`config.mk`:
```
export PLATFORM = sky130hd
export DESIGN_NAME = rom_read_arbiter
export DESIGN_NICKNAME = d
export VERILOG_FILES = /design/src/rtl/rom_read_arbiter_pkg.sv /design/src/rtl/rom_read_arbiter_rr_arb2.sv /design/src/rtl/rom_read_arbiter.sv
export SDC_FILE = /design/constraint.sdc
export NUM_CORES = 1
export LEC_CHECK = 0
export CORE_MARGIN = 4
export CORE_UTILIZATION = 44
export DETAILED_ROUTE_END_ITERATION = 12
export GPL_TIMING_DRIVEN = 0
export PLACE_DENSITY = 0.77
export SLEW_MARGIN = 20
export SYNTH_ARGS = -nofsm -noshare
export SYNTH_HDL_FRONTEND = slang
export SYNTH_SLANG_ARGS = --single-unit
```
`constraint.sdc`:
```
create_clock -name clk -period 1.9 [get_ports clk]
set_input_delay 0.57 -clock clk [delete_from_list [all_inputs] [get_ports clk]]
set_output_delay 0.57 -clock clk [all_outputs]
set_load 0.05 [all_outputs]
```
`src/rtl/rom_read_arbiter_pkg.sv`:
```
// Shared definitions for the two-client ROM read arbiter: widths, FSM encodings
// and the access-counter load helper.
package rom_read_arbiter_pkg;

    localparam int ROM_ADDR_W = 4;
    localparam int ROM_DATA_W = 4;
    localparam int CNT_W      = 4;

    // Encoding 2'd3 is unused and recovers to idle.
    localparam logic [1:0] ST_IDLE   = 2'd0;
    localparam logic [1:0] ST_ACCESS = 2'd1;
    localparam logic [1:0] ST_DONE   = 2'd2;

    typedef logic [CNT_W-1:0] cnt_t;

    // Counter preload for a given access length, clamped to 1..15 cycles so an
    // out-of-range override can never make the counter wrap.
    function automatic cnt_t access_load(input int access_cyc);
        if (access_cyc < 1) begin
            return cnt_t'(0);
        end else if (access_cyc > 15) begin
            return cnt_t'(14);
        end else begin
            return cnt_t'(access_cyc - 1);
        end
    endfunction

endpackage

```
`src/rtl/rom_read_arbiter_rr_arb2.sv`:
```
// Combinational two-way round-robin pick: with both requesting, the one that
// was not granted last wins; a single requester always wins.
module rr_arb2 (
    input  logic req0,
    input  logic req1,
    input  logic last_gnt,
    output logic gnt_valid,
    output logic gnt_id
);

    always_comb begin
        gnt_valid = req0 | req1;
        if (req0 && req1) begin
            gnt_id = ~last_gnt;
        end else begin
            gnt_id = req1;
        end
    end

endmodule

```
`src/rtl/rom_read_arbiter.sv`:
```
// Shares one combinational ROM between two requesters: round-robin grant, hold
// address/rd for ACCESS_CYC cycles, register the word, then a 1-cycle ack.
module rom_read_arbiter
    import rom_read_arbiter_pkg::*;
#(
    parameter int ADDR_W     = ROM_ADDR_W,
    parameter int DATA_W     = ROM_DATA_W,
    parameter int ACCESS_CYC = 1
) (
    input  logic              clk,
    input  logic              rst,
    input  logic              req0,
    input  logic [ADDR_W-1:0] addr0,
    input  logic              req1,
    input  logic [ADDR_W-1:0] addr1,
    output logic              ack0,
    output logic              ack1,
    output logic [DATA_W-1:0] rdata,
    output logic              busy,
    output logic [ADDR_W-1:0] rom_address,
    output logic              rom_rd,
    input  logic [DATA_W-1:0] rom_out
);

    localparam cnt_t CNT_LOAD = access_load(ACCESS_CYC);

    logic [1:0]        state_q, state_d;
    cnt_t              cnt_q, cnt_d;
    logic              winner_q, winner_d;
    logic              last_gnt_q, last_gnt_d;
    logic [ADDR_W-1:0] rom_address_q, rom_address_d;
    logic              rom_rd_q, rom_rd_d;
    logic [DATA_W-1:0] rdata_q, rdata_d;
    logic [1:0]        ack_q, ack_d;
    logic              busy_q, busy_d;

    logic gnt_valid;
    logic gnt_id;

    rr_arb2 u_arb (
        .req0      (req0),
        .req1      (req1),
        .last_gnt  (last_gnt_q),
        .gnt_valid (gnt_valid),
        .gnt_id    (gnt_id)
    );

    always_comb begin
        state_d       = state_q;
        cnt_d         = cnt_q;
        winner_d      = winner_q;
        last_gnt_d    = last_gnt_q;
        rom_address_d = rom_address_q;
        rom_rd_d      = rom_rd_q;
        rdata_d       = rdata_q;
        busy_d        = busy_q;
        ack_d         = '0;

        case (state_q)
            ST_IDLE: begin
                if (gnt_valid) begin
                    winner_d      = gnt_id;
                    rom_address_d = gnt_id ? addr1 : addr0;
                    rom_rd_d      = 1'b1;
                    cnt_d         = CNT_LOAD;
                    busy_d        = 1'b1;
                    state_d       = ST_ACCESS;
                end
            end
            ST_ACCESS: begin
                if (cnt_q != '0) begin
                    cnt_d = cnt_q - 1'b1;
                end else begin
                    // Fairness only advances once the read actually completes.
                    rdata_d          = rom_out;
                    rom_rd_d         = 1'b0;
                    ack_d[winner_q]  = 1'b1;
                    last_gnt_d       = winner_q;
                    state_d          = ST_DONE;
                end
            end
            ST_DONE: begin
                busy_d  = 1'b0;
                state_d = ST_IDLE;
            end
            default: begin
                rom_rd_d = 1'b0;
                busy_d   = 1'b0;
                state_d  = ST_IDLE;
            end
        endcase
    end

    always_ff @(posedge clk) begin
        if (rst) begin
            state_q       <= ST_IDLE;
            cnt_q         <= '0;
            winner_q      <= 1'b0;
            last_gnt_q    <= 1'b1;
            rom_address_q <= '0;
            rom_rd_q      <= 1'b0;
            rdata_q       <= '0;
            ack_q         <= '0;
            busy_q        <= 1'b0;
        end else begin
            state_q       <= state_d;
            cnt_q         <= cnt_d;
            winner_q      <= winner_d;
            last_gnt_q    <= last_gnt_d;
            rom_address_q <= rom_address_d;
            rom_rd_q      <= rom_rd_d;
            rdata_q       <= rdata_d;
            ack_q         <= ack_d;
            busy_q        <= busy_d;
        end
    end

    assign ack0        = ack_q[0];
    assign ack1        = ack_q[1];
    assign rdata       = rdata_q;
    assign busy        = busy_q;
    assign rom_address = rom_address_q;
    assign rom_rd      = rom_rd_q;

endmodule

```
==> qor.txt <==
Final Max Tran Viols - 0
Antenna Nets Post-Route - 0
CTS H-tree depth - 1
warnings from Yosys - 0
WL/cell - 13.8 um
FP Rows - 15
period utilization - 94.2%
total power - 1.05 mW
# DRC - 0
hold worst-path end - last_gnt_q
Setup crit end kind - primary output
FF-to-FF path depth - 5
# nets final - 137
drt pass-1 iters - 4
endpoints failing setup - 0
core area - 1780 um2
Die Height - 52.0 um
worst hold stages - 2
max incr delay on CP - 0.55 ns
TNS Setup - 0 ns
CTS max path bufs - 2
number of global-route vias before repair - 724
syn_nets - 105
DRT iter0 DRCs - 12
number of port buffers - 27
Setup WS post-layout - 0.110 ns
initial core utilization - 47.7%
synthesized area per cell - 9.78 um2
Worst R2R End - rdata[1]
CTS buffer count - 3
WP data required - 1.33 ns
Post-Syn Area - 851 um2
Skew-Pair Late Insertion Delay - 0.31 ns
PD cells - 885 nW/um2
ANT cells - 0
share of cells above drive strength 1 - 10.2%
# Max-Cap Violations - 0
post-DP HPWL - 1.53 mm
Filler Cells Inserted - 161
RSZ-0062 raised after global routing - false
largest net degree at the start of global routing - 13
global-route wire length before repair - 3.13 mm
post-synthesis sequential area ratio - 47.1%
Worst VDD drop - 0.000677 V
Buf+Inv Stages, Crit Path - 1
Post-Place Setup Slack - -0.0173 ns
Root Driver - clkbuf_4
clock sink count - 20
gr ovfl total - 0
Slew @ Worst Pin - 0.645 ns
outcome - completed
Final Critical Period - 1.79 ns
Crit Path Class - reg2out
routability cong. - 0.802
Clock Pin Slew Worst Setup and Hold Paths - 0.12 ns
R2R Setup Slk - 0.14 ns
worst relative slew slack - 56.9%
hold path start - last_gnt_q
final hold viol count - 0
number of vias per cell - 5.38
initial antenna violation count - 0
Hold WC Path Type - reg2reg
post-route clock skew - 0.0116 ns
Synth-to-Final Area Change - 39.9%
Die Width - 52.0 um
Final Cell Area - 1190 um2
DIE AREA - 2700 um2
Critical R2R Launch - cnt_q[1]
DP Area - 1150 um2
Arr. time, crit path - 1.22 ns
Lkg Pwr - 0.504 nW
post-CTS sizing - 12
Slowest-stage cell, CP - dlygate4sd2_1
worst-path fanout max - 2
synth unique cells - 30
Tot GR Track Use - 15.8%
critical path, cell by cell - dlygate4sd2_1
CP startpoint kind - register
I/O pins - 28
Seq cells post-synth - 20
cts hold-fix bufs - 0
vias post-DR - 770
CTS tree - built
CP delay by family, top - buffers and inverters
setup repair bufs after CTS - 0
Fmax - 559 MHz
Post-Synthesis Cells - 87
final WL - 1.97 mm
power breakdown:
| group | leakage [nW] | switching, mW | internal (mW) |
|---|---|---|---|
| clock | 0.0279 | 0.132 | 0.213 |
| combinational | 0.311 | 0.149 | 0.0898 |
| sequential | 0.164 | 0.0194 | 0.450 |
cells in the final DEF (no fill, tap or decap), types with 4 or more instances in the layout:
cell / n
a211oi_1: 4
a21oi_1: 13
a22o_1: 4
mux2i_1: 4
clkdlybuf4s50_1: 15
dfxtp_1: 20
inv_1: 5
dlygate4sd2_1: 12
o21ai_0: 4
metal layers:
| layer | global-route usage [%] | vias to the layer above | wire length [um] |
|---|---|---|---|
| met5 | 0 | - | 0 |
| met4 | 7.42 | 0 | 29 |
| met3 | 4.58 | 4 | 152 |
| met2 | 27.8 | 28 | 992 |
| met1 | 17.0 | 360 | 799 |
| li1 | - | 378 | - |
synth_stat cells:
library cell  instances  share of area (%)
dfxtp_1              20                 47
a21oi_1              13                7.6
inv_1                 5                2.2
a211oi_1              4                3.5
a22o_1                4                4.1
mux2i_1               4                4.7
o21ai_0               4                2.4
nand2_1               3                1.3
nor2_1                3                1.3
clkbuf_1              2               0.88
ha_1                  2                2.9
nand2b_1              2                1.5
or2_2                 2                1.5
or3_1                 2                1.5
or4_1                 2                1.8
a21boi_2              1                1.3
a21o_1                1               0.88
a31oi_1               1               0.74
buf_2                 1               0.59
buf_6                 1                1.3
nand2b_4              1                1.6
nand3_1               1               0.59
nand3b_1              1               0.88
nor2b_1               1               0.74
nor3_4                1                1.9
nor3b_1               1               0.88
nor4_1                1               0.74
nor4_2                1                1.5
o221ai_1              1                1.0
or3b_1                1                1.0
worst max-delay path by stage:
stage	cells past startpoint	end	slack, ns	startpoint
6_report	1	rdata[2]	0.11	rdata[2]
3_3_place_gp	5	cnt_q[3]	0.0005	req0
2_1_floorplan	5	cnt_q[3]	0.52	cnt_q[0]
5_1_grt	5	rdata[0]	0.04	cnt_q[0]
3_5_place_dp	5	cnt_q[2]	-0.02	req0
4_1_cts	1	rdata[2]	0.10	rdata[2]
flip-flops by register name, summed over array words and instances (netlist names):
| name | flops |
|---|---|
| last_gnt_q | 1 |
| ack_q | 2 |
| rdata | 4 |
| winner_q | 1 |
| rom_address | 4 |
| rom_rd | 1 |
| state_q | 2 |
| cnt_q | 4 |
| busy | 1 |
cell type report:
cell class / instances / area [um2] / area share [%]
Buffer: 4 / 23.8 / 2.00
Timing Repair Buffer: 27 / 255 / 21.5
Tap cell: 25 / 31.3 / 2.63
Inverter: 5 / 18.8 / 1.58
Clock inverter: 1 / 30.0 / 2.52
Multi-Input combinational cell: 58 / 408 / 34.3
Sequential cell: 20 / 400 / 33.6
Clock buffer: 3 / 22.5 / 1.89
cell families after synthesis:
kind of cell / synth area share [%]
compound gates: 21.6
fa+ha+maj: 2.94
buf+inv: 5.00
flops: 47.1
mux: 4.71
simple gates: 18.7
through the flow:
step | cells | utilization (%) | hold slack, ns
global route | 143 | 66.7 | 0.479
detailed placement | 139 | 64.6 | 0.454
floorplan | 87 | - | 0.435
finish | 143 | 66.7 | 0.478
CTS | 143 | 66.7 | 0.473
global placement | 139 | 64.6 | 0.449
Power figures use the tool's default switching activity.
